==> src/rtl/uart_tx.sv <==
// -----------------------------------------------------------------------------
// uart_tx : 8N1 asynchronous serial transmitter.
//
// Sends one byte per accepted request as a frame of start bit (0), eight data
// bits LSB first, and stop bit (1). Each bit lasts CLKS_PER_BIT clocks, so a
// frame takes 10*CLKS_PER_BIT clocks. A request is taken the moment the block
// is idle, and dout falls on that same edge.
//
// Ports
//   clk    in   system clock, rising edge
//   rst_n  in   asynchronous active-low reset (aborts any frame, line idles high)
//   send   in   transmit request, sampled every edge, honoured only when idle
//   data   in   byte to send, captured on the accepting edge only
//   dout   out  serial line, idle high, registered
//   busy   out  high from the accepting edge until the frame's last edge
// -----------------------------------------------------------------------------
module uart_tx #(
   parameter int CLKS_PER_BIT = 16
) (
   input  logic       clk,
   input  logic       rst_n,
   input  logic       send,
   input  logic [7:0] data,
   output logic       dout,
   output logic       busy
);

   localparam int CW = (CLKS_PER_BIT > 1) ? $clog2(CLKS_PER_BIT) : 1;
   localparam logic [CW-1:0] LAST = CW'(CLKS_PER_BIT - 1);

   typedef enum logic [1:0] {IDLE, START, DATA, STOP} state_t;

   state_t        state_q, state_d;
   logic [CW-1:0] cnt_q,   cnt_d;
   logic [2:0]    bit_q,   bit_d;
   logic [7:0]    shift_q, shift_d;
   logic          dout_q,  dout_d;
   logic          busy_q,  busy_d;

   always_ff @(posedge clk or negedge rst_n) begin
      if (!rst_n) begin
         state_q <= IDLE;
         cnt_q   <= '0;
         bit_q   <= '0;
         shift_q <= '0;
         dout_q  <= 1'b1;
         busy_q  <= 1'b0;
      end else begin
         state_q <= state_d;
         cnt_q   <= cnt_d;
         bit_q   <= bit_d;
         shift_q <= shift_d;
         dout_q  <= dout_d;
         busy_q  <= busy_d;
      end
   end

   // dout/busy are computed one edge ahead so that they come straight from
   // flops; the value assigned here is what the line shows after this edge.
   always_comb begin
      state_d = state_q;
      cnt_d   = cnt_q;
      bit_d   = bit_q;
      shift_d = shift_q;
      dout_d  = dout_q;
      busy_d  = busy_q;

      unique case (state_q)
         IDLE: begin
            dout_d = 1'b1;
            busy_d = 1'b0;
            if (send) begin
               shift_d = data;
               cnt_d   = '0;
               state_d = START;
               dout_d  = 1'b0;
               busy_d  = 1'b1;
            end
         end
         START: begin
            if (cnt_q == LAST) begin
               cnt_d   = '0;
               bit_d   = '0;
               state_d = DATA;
               dout_d  = shift_q[0];
            end else begin
               cnt_d = cnt_q + CW'(1);
            end
         end
         DATA: begin
            if (cnt_q == LAST) begin
               cnt_d = '0;
               if (bit_q == 3'd7) begin
                  state_d = STOP;
                  dout_d  = 1'b1;
               end else begin
                  // shift_q[0] is the bit on the line; the next one is [1]
                  bit_d   = bit_q + 3'd1;
                  shift_d = {1'b0, shift_q[7:1]};
                  dout_d  = shift_q[1];
               end
            end else begin
               cnt_d = cnt_q + CW'(1);
            end
         end
         STOP: begin
            if (cnt_q == LAST) begin
               cnt_d   = '0;
               state_d = IDLE;
               dout_d  = 1'b1;
               busy_d  = 1'b0;
            end else begin
               cnt_d = cnt_q + CW'(1);
            end
         end
         default: begin
            state_d = IDLE;
            dout_d  = 1'b1;
            busy_d  = 1'b0;
         end
      endcase
   end

   assign dout = dout_q;
   assign busy = busy_q;

endmodule

==> config.mk <==
export PLATFORM = sky130hd
export DESIGN_NAME = uart_tx
export DESIGN_NICKNAME = d
export VERILOG_FILES = /design/src/rtl/uart_tx.sv
export SDC_FILE = /design/constraint.sdc
export NUM_CORES = 1
export LEC_CHECK = 0
export BUFFER_PORTS_ARGS = -buffer_cell sky130_fd_sc_hd__buf_4
export CAP_MARGIN = 5
export CORE_UTILIZATION = 42
export CTS_BUF_LIST = sky130_fd_sc_hd__clkbuf_4
export DETAILED_ROUTE_END_ITERATION = 10
export PLACE_DENSITY = 0.58
export REMOVE_ABC_BUFFERS = 1
export SETUP_SLACK_MARGIN = 0.5
export SLEW_MARGIN = 20
export SYNTH_ARGS = -nofsm -noshare
export SYNTH_HDL_FRONTEND = slang
export SYNTH_SLANG_ARGS = --single-unit
==> constraint.sdc <==
create_clock -name clk -period 1.9 [get_ports clk]
set_input_delay 0.19 -clock clk [delete_from_list [all_inputs] [get_ports clk]]
set_output_delay 0.19 -clock clk [all_outputs]
set_load 0.01 [all_outputs]
Word level (Yosys, flattened, before mapping)
Cells that the tools add are included.
{ "word_totals": {"reg_bits": 19, "inputBits": 11, "wordCells": 55, "output_inout_bits": 2} }
{ "op_classes": {"reduce_logical": 10, "eq_ne": 11, "n_mux": 26, "addsub": 2} }
{ "op_table": {"columns": ["op", "count"], "rows": [
  ["$mux W8", 3],
  ["$pmux W8 S2", 1],
  ["$ne A2 B2 Y1 const B", 6],
  ["$mux W2", 5],
  ["$mux W3", 3],
  ["$mux W4", 2],
  ["$pmux W2 S4", 1],
  ["$pmux W4 S2", 1],
  ["$reduce_and A4 Y1", 2],
  ["$mux W1", 7],
  ["$pmux W3 S2", 1],
  ["$reduce_bool A2 Y1", 3],
  ["$reduce_and A5 Y1", 1],
  ["$add A4 B1 Y4 const B", 1],
  ["$eq A2 B2 Y1 const B", 2],
  ["$eq A4 B4 Y1 const B", 1],
  ["$pmux W1 S4", 1],
  ["$add A3 B1 Y3 const B", 1],
  ["$eq A3 B3 Y1 const B", 1],
  ["$reduce_and A3 Y1", 1],
  ["$reduce_or A3 Y1", 1],
  ["$eq A2 B1 Y1 const B", 1],
  ["$logic_not A2 Y1", 1],
  ["$pmux W1 S2", 1],
  ["$reduce_and A2 Y1", 1]
]} }

Depth between registers and ports, before layout
Gate-level depths: netlist (run 1).
{ "logic_depth": {"ltp_word": 4, "mapped_depth": 7, "depth_no_buf": 5} }

Least setup slack after synthesis (run 1)
No wires, ideal clock.
{ "synth_path": {"kind": "reg-to-reg", "from": "register bit_q[0]", "to": "register shift_q[0]", "period_less_slack_ns": 1.796, "setup_ns": 0.123, "path_stages_with_launch": 7, "arrival_time_ns": 1.673, "path_slack_ns": 0.104, "required_ns": 1.777, "path_cell_list": "dfrtp_1 > ha_1 > ha_1 > nand2b_4 > or3_1 > buf_6 > o221a_1"} }
{ "synth_via": {"elab_chain_cells": 3} }
{ "synth_lines": {"columns": ["element", "line_no", "text"], "rows": [
  ["start, declared", "35", "logic [2:0] bit_q, bit_d;"],
  ["start signal, assigned", "51", "bit_q <= bit_d;"],
  ["$eq A3 B3 Y1", "93", "if (bit_q == 3'd7) begin"],
  ["$ne A2 B2 Y1 (no line)", null, null],
  ["$reduce_and A4 Y1 (no line)", null, null],
  ["end signal, assigned", "52", "shift_q <= shift_d;"],
  ["end, declared", "36", "logic [7:0] shift_q, shift_d;"]
]} }
No other way between the ends.
A chain may end at the register's enable or synchronous reset.

Worst setup path after layout (run 1)
{ "layout_path": {"from": "register state_q[1]", "to": "register state_q[1]"} }
{ "layout_via": {"elab_chain_cells": 3, "elab_cells_between_ends": 11, "classes_between": "8 x eq/ne; 1 x mux; 2 x reduce/logical"} }
{ "layout_lines": {"columns": ["element", "line_no", "text"], "rows": [
  ["start, declared", "33", "state_t state_q, state_d;"],
  ["start signal, assigned", "49", "state_q <= state_d;"],
  ["$eq A2 B2 Y1, or another cell as far along", "68", "unique case (state_q)"],
  ["$ne A2 B2 Y1 (no line)", null, null],
  ["$reduce_and A5 Y1 (no line)", null, null]
]} }
Parallel ways exist; a longest one is shown, timed or not.

==> results of run 1 <==
## critical path, stage by stage, from the launching register on
cell and delay, ns:
dfrtp_2 0.46, ha_1 0.28, nor3_4 0.23, o221a_2 0.26, mux2_2 0.33
## logic make-up after synthesis
family,after synthesis
compound gates,37
simple gates,32
xor+xnor,1
fa+ha+maj,7
mux,3
flops,19
buf+inv,14
## cell usage after synthesis
cell type	instances
a211oi_1	1
a21oi_1	2
a22o_1	4
a22oi_1	1
a2bb2oi_1	1
a31oi_1	1
and3_2	1
buf_2	5
buf_4	1
buf_6	1
clkbuf_1	1
dfrtp_1	18
dfstp_2	1
ha_1	7
inv_1	6
mux2_2	2
mux2i_1	1
nand2_1	6
nand2b_1	1
nand2b_4	1
nand3_1	1
nand3_2	1
nand4_1	1
nand4b_1	1
nor2_1	8
nor2b_1	1
nor3_1	1
nor3b_1	7
o21ai_0	14
o221a_1	7
o221a_2	1
o22ai_1	3
o31ai_1	1
o32a_1	1
or2_2	1
or3_1	1
xnor2_1	1
## worst max-delay path by stage
| stage | start | to | slack (ns) | depth (start not counted) |
|---|---|---|---|---|
| 5_1_grt | state_q[1] | state_q[1] | 0.19 | 4 |
| 3_5_place_dp | bit_q[0] | shift_q[6] | -0.02 | 5 |
| 4_1_cts | bit_q[0] | shift_q[0] | 0.26 | 5 |
| 3_3_place_gp | bit_q[0] | shift_q[1] | 0.05 | 5 |
| 2_1_floorplan | state_q[0] | shift_q[0] | 0.1 | 5 |
| 6_report | state_q[1] | state_q[1] | 0.24 | 4 |
## registers in the layout, summed over array words and instances, names as in the netlist
name     count
busy         1
bit_q        3
shift_q      8
dout         1
cnt_q        4
state_q      2
## layout make-up
cell class | instances | area, um2
clock buffer | 3 | 22.52
clock inverter | 1 | 5.005
fill | 229 | 1030
inverter | 6 | 22.52
multi-input combinational | 80 | 706.9
sequential | 19 | 478.0
tap | 30 | 37.54
timing repair buffer | 27 | 220.2
## cells in the final DEF (no fill, tap or decap), types with 2 or more instances in the layout
cell / count
buf_6: 4
o21ai_0: 10
dfrtp_1: 17
buf_4: 22
mux2_2: 2
nand2b_4: 2
o21ai_2: 2
o221a_1: 7
o21ai_1: 2
inv_2: 3
nor2_1: 7
inv_1: 3
clkbuf_4: 3
nor3b_1: 7
ha_4: 5
o22ai_1: 2
a21oi_1: 2
a22o_1: 4
nand2_1: 6
## power breakdown
part	internal (mW)	switching, mW	total [mW]
clock network	0.0787	0.142	0.221
registers	0.605	0.185	0.790
logic	0.762	0.640	1.40
total	1.45	0.967	2.41
## per-stage QoR
| stage | setup WS [ns] | area (um2) | util (%) | cells | hold WS [ns] |
|---|---|---|---|---|---|
| after floorplan | 0.09861 | 1086 | - | 105 | -0.1056 |
| after global placement | 0.05291 | 1259 | 49.90 | 153 | 0.07944 |
| after detailed placement | -0.01828 | 1259 | 49.90 | 153 | 0.08472 |
| after CTS | 0.2633 | 1460 | 57.89 | 166 | 0.2306 |
| after global routing | 0.1907 | 1493 | 59.18 | 166 | 0.2470 |
| final | 0.2391 | 1493 | 59.18 | 166 | 0.2429 |
## metal layers
metal,vias to the layer above,wire length (um)
met3,6,56
met5,-,0
li1,464,-
met1,481,1320
met4,0,57
met2,15,1352
## what timing repair did
action | CTS | global route
resized for setup | 28 | 6
pin swaps | 16 | 8
hold buffers | 1 | 0
setup buffers | 8 | 0
setup endpoints to repair | 14 | 14
hold endpoints to repair | 19 | 0
==> impl_metrics.json, run 1 <==
{
  "synth_top_family_by_area": "compound AO/OA/AOI/OAI gates",
  "holdPathEnd": "cnt_q[2]",
  "yosys.area_share.simple_pct": 16.45,
  "yosys.cell_types.count": 37,
  "timing_worst_setup_path_type": "register to register",
  "antenna_cells": 0,
  "min_period_ns": 1.661,
  "worst_setup_path_start_kind": "register",
  "clk_latency_ns": 0.31,
  "worstHoldPathType": "input pin to register",
  "cts-root-buf": "clkbuf_4",
  "yosys.area_share.adder_pct": 7.726,
  "grt_pass1_wl_um": 4498,
  "fin_worst_skew_ns": 0.005649,
  "cap_violations": 0,
  "ant_nets": 0,
  "status": "finished, final reports clean",
  "tightestPinTransition_ns": 0.2653,
  "die_area_mm2": 0.002911,
  "synth_seq_cells": 19,
  "postSynthAreaPerCell_um2": 10.03,
  "r2r-end": "state_q[1]",
  "timing.rr.start": "state_q[1]",
  "antenna_found_initial": 0,
  "power_density_mw_per_mm2": 1616,
  "cts_tree": "built",
  "synth_warnings": 0,
  "synth_top_area_cell": "dfrtp_1",
  "grt_max_degree": 22,
  "dp_hpwl_um": 1736,
  "total_power_mw": 2.413,
  "clk_path_buf_depth": 2,
  "crit_path_end_kind": "register",
  "muxShareOfSynthArea_pct": 2.870,
  "setup_viol": 0,
  "die_y_um": 53.95,
  "design.core.area_mm2": 0.002522,
  "drc": 0,
  "gr-usage-met1_pct": 29.44,
  "io_pins": 13,
  "gp_congestion": 0.7516,
  "grt_usage_pct": 22.72,
  "hp-start": "send",
  "clk_pin_slew_ns": 0.12,
  "holdPathStages": 2,
  "period_share_pct": 87.42,
  "clock-sinks": 19,
  "r2r_setup_slack_ns": 0.24,
  "leakage_nw": 0.6003,
  "synth_top_area_share_pct": 39.74,
  "crit_fanout": 4,
  "crit_required_ns": 2.11,
  "rows": 18,
  "syn_area_mm2": 0.001134,
  "ir_drop_v": 0.001087,
  "synth_compound_area_share_pct": 23.95,
  "maxSlewHeadroom_pct": 82.19,
  "busiest_layer": "met2",
  "dr_total_vias": 966,
  "wl_um": 2786,
  "grt_util_met2_pct": 35.80,
  "portBuffers": 12,
  "die_w_um": 53.95,
  "overflow": 0,
  "wire_per_inst_um": 16.78,
  "yosysSeqAreaShare_pct": 42.05,
  "use_met3_pct": 4.237,
  "fmax_mhz": 602.1,
  "dr.pass1.iters": 5,
  "htreeDepth": 1,
  "drive_above_1_share_pct": 41.18,
  "tns_ns": 0,
  "rr_worst_depth": 4,
  "synthXorXnorAreaFrac_pct": 0.7726,
  "area_growth_pct": 31.68,
  "hold_viol_final": 0,
  "rsz0062_at_grt": "yes",
  "crit_arrival_ns": 1.87,
  "netlist_top_cells_area": "dfrtp_1, ha_1, o221a_1",
  "drtIter0Drc": 19,
  "initial_core_util_pct": 44.94,
  "grt_pass1_vias": 952,
  "postSynthCellCount": 113,
  "slew_viol_final": 0,
  "cts_buffers": 3,
  "vias_per_cell": 5.819,
  "nets": 155
}
Note: power is estimated with default switching activity, not from simulation.
==> inputs of run 2 (changes only) <==
clock period = 1.8 ns   (was 1.9 ns; I/O delays follow)
==> impl_metrics.json, run 2 (synthesis gave the netlist of run 1 again) <==
{
  "timing.rr.start": "bit_q[1]",
  "cts_buffers": 3,
  "rr_worst_depth": 5,
  "period_share_pct": 90.67,
  "largest_register_ffs": 8,
  "grt_pass1_vias": 925,
  "grt_usage_pct": 22.09,
  "portBuffers": 12,
  "dp_hpwl_um": 1687,
  "placed_area_mm2": 0.001289,
  "hp-start": "send",
  "design.core.area_mm2": 0.002522,
  "crit_path_end": "shift_q[3]",
  "max_stage_delay_ns": 0.41,
  "leakage_nw": 0.6272,
  "gr-usage-met1_pct": 30.11,
  "dr_total_vias": 965,
  "die_w_um": 53.95,
  "antenna_found_initial": 0,
  "clk_latency_ns": 0.30,
  "timing_worst_setup_path_type": "register to register",
  "fin_worst_skew_ns": 0.003721,
  "overflow": 0,
  "clock-sinks": 19,
  "status": "finished, final reports clean",
  "worst_setup_path_start_kind": "register",
  "tns_ns": 0,
  "drc": 0,
  "vias_per_cell": 5.710,
  "power_density_mw_per_mm2": 1714,
  "reg.largest.list": "shift_q: 8 flops, cnt_q: 4 flops, bit_q: 3 flops",
  "busiest_layer": "met2",
  "clk_path_buf_depth": 2,
  "tightestPinTransition_ns": 0.2732,
  "crit_chain": "ha_2, ha_4, nand2b_4, or3_4, o221a_1",
  "area_growth_pct": 36.31,
  "cts-root-buf": "clkbuf_4",
  "rows": 18,
  "ant_nets": 0,
  "dp.cells": 157,
  "grt_max_degree": 22,
  "crit_required_ns": 1.99,
  "n_fill_cell": 209,
  "layout_commonest_cell": "buf_4",
  "maxSlewHeadroom_pct": 81.66,
  "nets": 158,
  "clk_pin_slew_ns": 0.11,
  "drtIter0Drc": 6,
  "pre_cts_ws_ns": -0.0007112,
  "fin_area_mm2": 0.001545,
  "seq_area_um2": 478.0,
  "r2r_setup_slack_ns": 0.17,
  "antenna_cells": 0,
  "grt_util_met2_pct": 35.80,
  "dr.pass1.iters": 4,
  "htreeDepth": 1,
  "worst_slack_ns": 0.1679,
  "crit_fanout": 7,
  "ir_drop_v": 0.001144,
  "rsz0062_at_grt": "yes",
  "r2r-end": "shift_q[3]",
  "final_cell_mix": "buf_4, dfrtp_1, o21ai_0",
  "hold_viol_final": 0,
  "crit_path_end_kind": "register",
  "regMostFlops": "shift_q",
  "initial_core_util_pct": 44.94,
  "io_pins": 13,
  "cp-startpoint": "bit_q[1]",
  "setup_viol": 0,
  "use_met3_pct": 5.085,
  "wl_um": 2663,
  "gp_congestion": 0.8625,
  "worstHoldPathType": "input pin to register",
  "post-route-util_pct": 61.26,
  "multi_input_area_um2": 730.7,
  "drive_above_1_share_pct": 43.88,
  "min_period_ns": 1.632,
  "cap_violations": 0,
  "stdcell_count": 169,
  "crit_arrival_ns": 1.83,
  "die_area_mm2": 0.002911,
  "fmax_mhz": 612.7,
  "die_y_um": 53.95,
  "wire_per_inst_um": 15.76,
  "cts_tree": "built",
  "slowest_stage": "or3_4",
  "grt_pass1_wl_um": 4505,
  "slew_viol_final": 0
}
-- run 2: through the flow --
step	hold slack (ns)	power (mW)
after global routing	0.2686	2.854
after floorplan	-0.1156	1.537
final	0.2479	2.648
after detailed placement	0.06921	1.930
after global placement	0.06761	1.908
after CTS	0.2334	2.514
-- run 2: cell type report --
cell class                      instances  share of cell area [%]
Clock buffer                            4                   1.943
Inverter                                6                   1.457
Multi-Input combinational cell         80                   47.29
Sequential cell                        19                   30.93
Tap cell                               30                   2.429
Timing Repair Buffer                   30                   15.95
-- run 2: critical path: cells and delay by family, from the launching register on --
kind	cells	cell delay, ns
simple gates	2	0.55
flops	1	0.40
fa+ha+maj	2	0.36
compound gates	1	0.23
-- run 2: worst min-delay path by stage --
stage / end / depth (start not counted)
after global placement: shift_q[7] / 1
after CTS: cnt_q[2] / 2
final: cnt_q[2] / 2
after global routing: cnt_q[2] / 2
after detailed placement: cnt_q[3] / 1
after floorplan: bit_q[0] / 0
-- run 2: repair_timing --
item / in CTS / in global routing
endpoints found under the hold margin: 19 / 0
buffers inserted: 5 / 2
setup endpoints to repair: 15 / 17
hold buffers: 1 / 0
pin swaps: 17 / 9
gates resized for setup: 33 / 8
-- run 2: routing by layer --
layer	part of all wire, %	up-vias
li1	-	470
met1	49	483
met2	49	10
met3	2.1	2
met4	0.38	0
met5	0	-
-- run 2: power breakdown --
part / internal [mW] / switching (mW)
sequential: 0.639 / 0.207
combinational: 0.883 / 0.681
clock: 0.101 / 0.136
total: 1.62 / 1.02
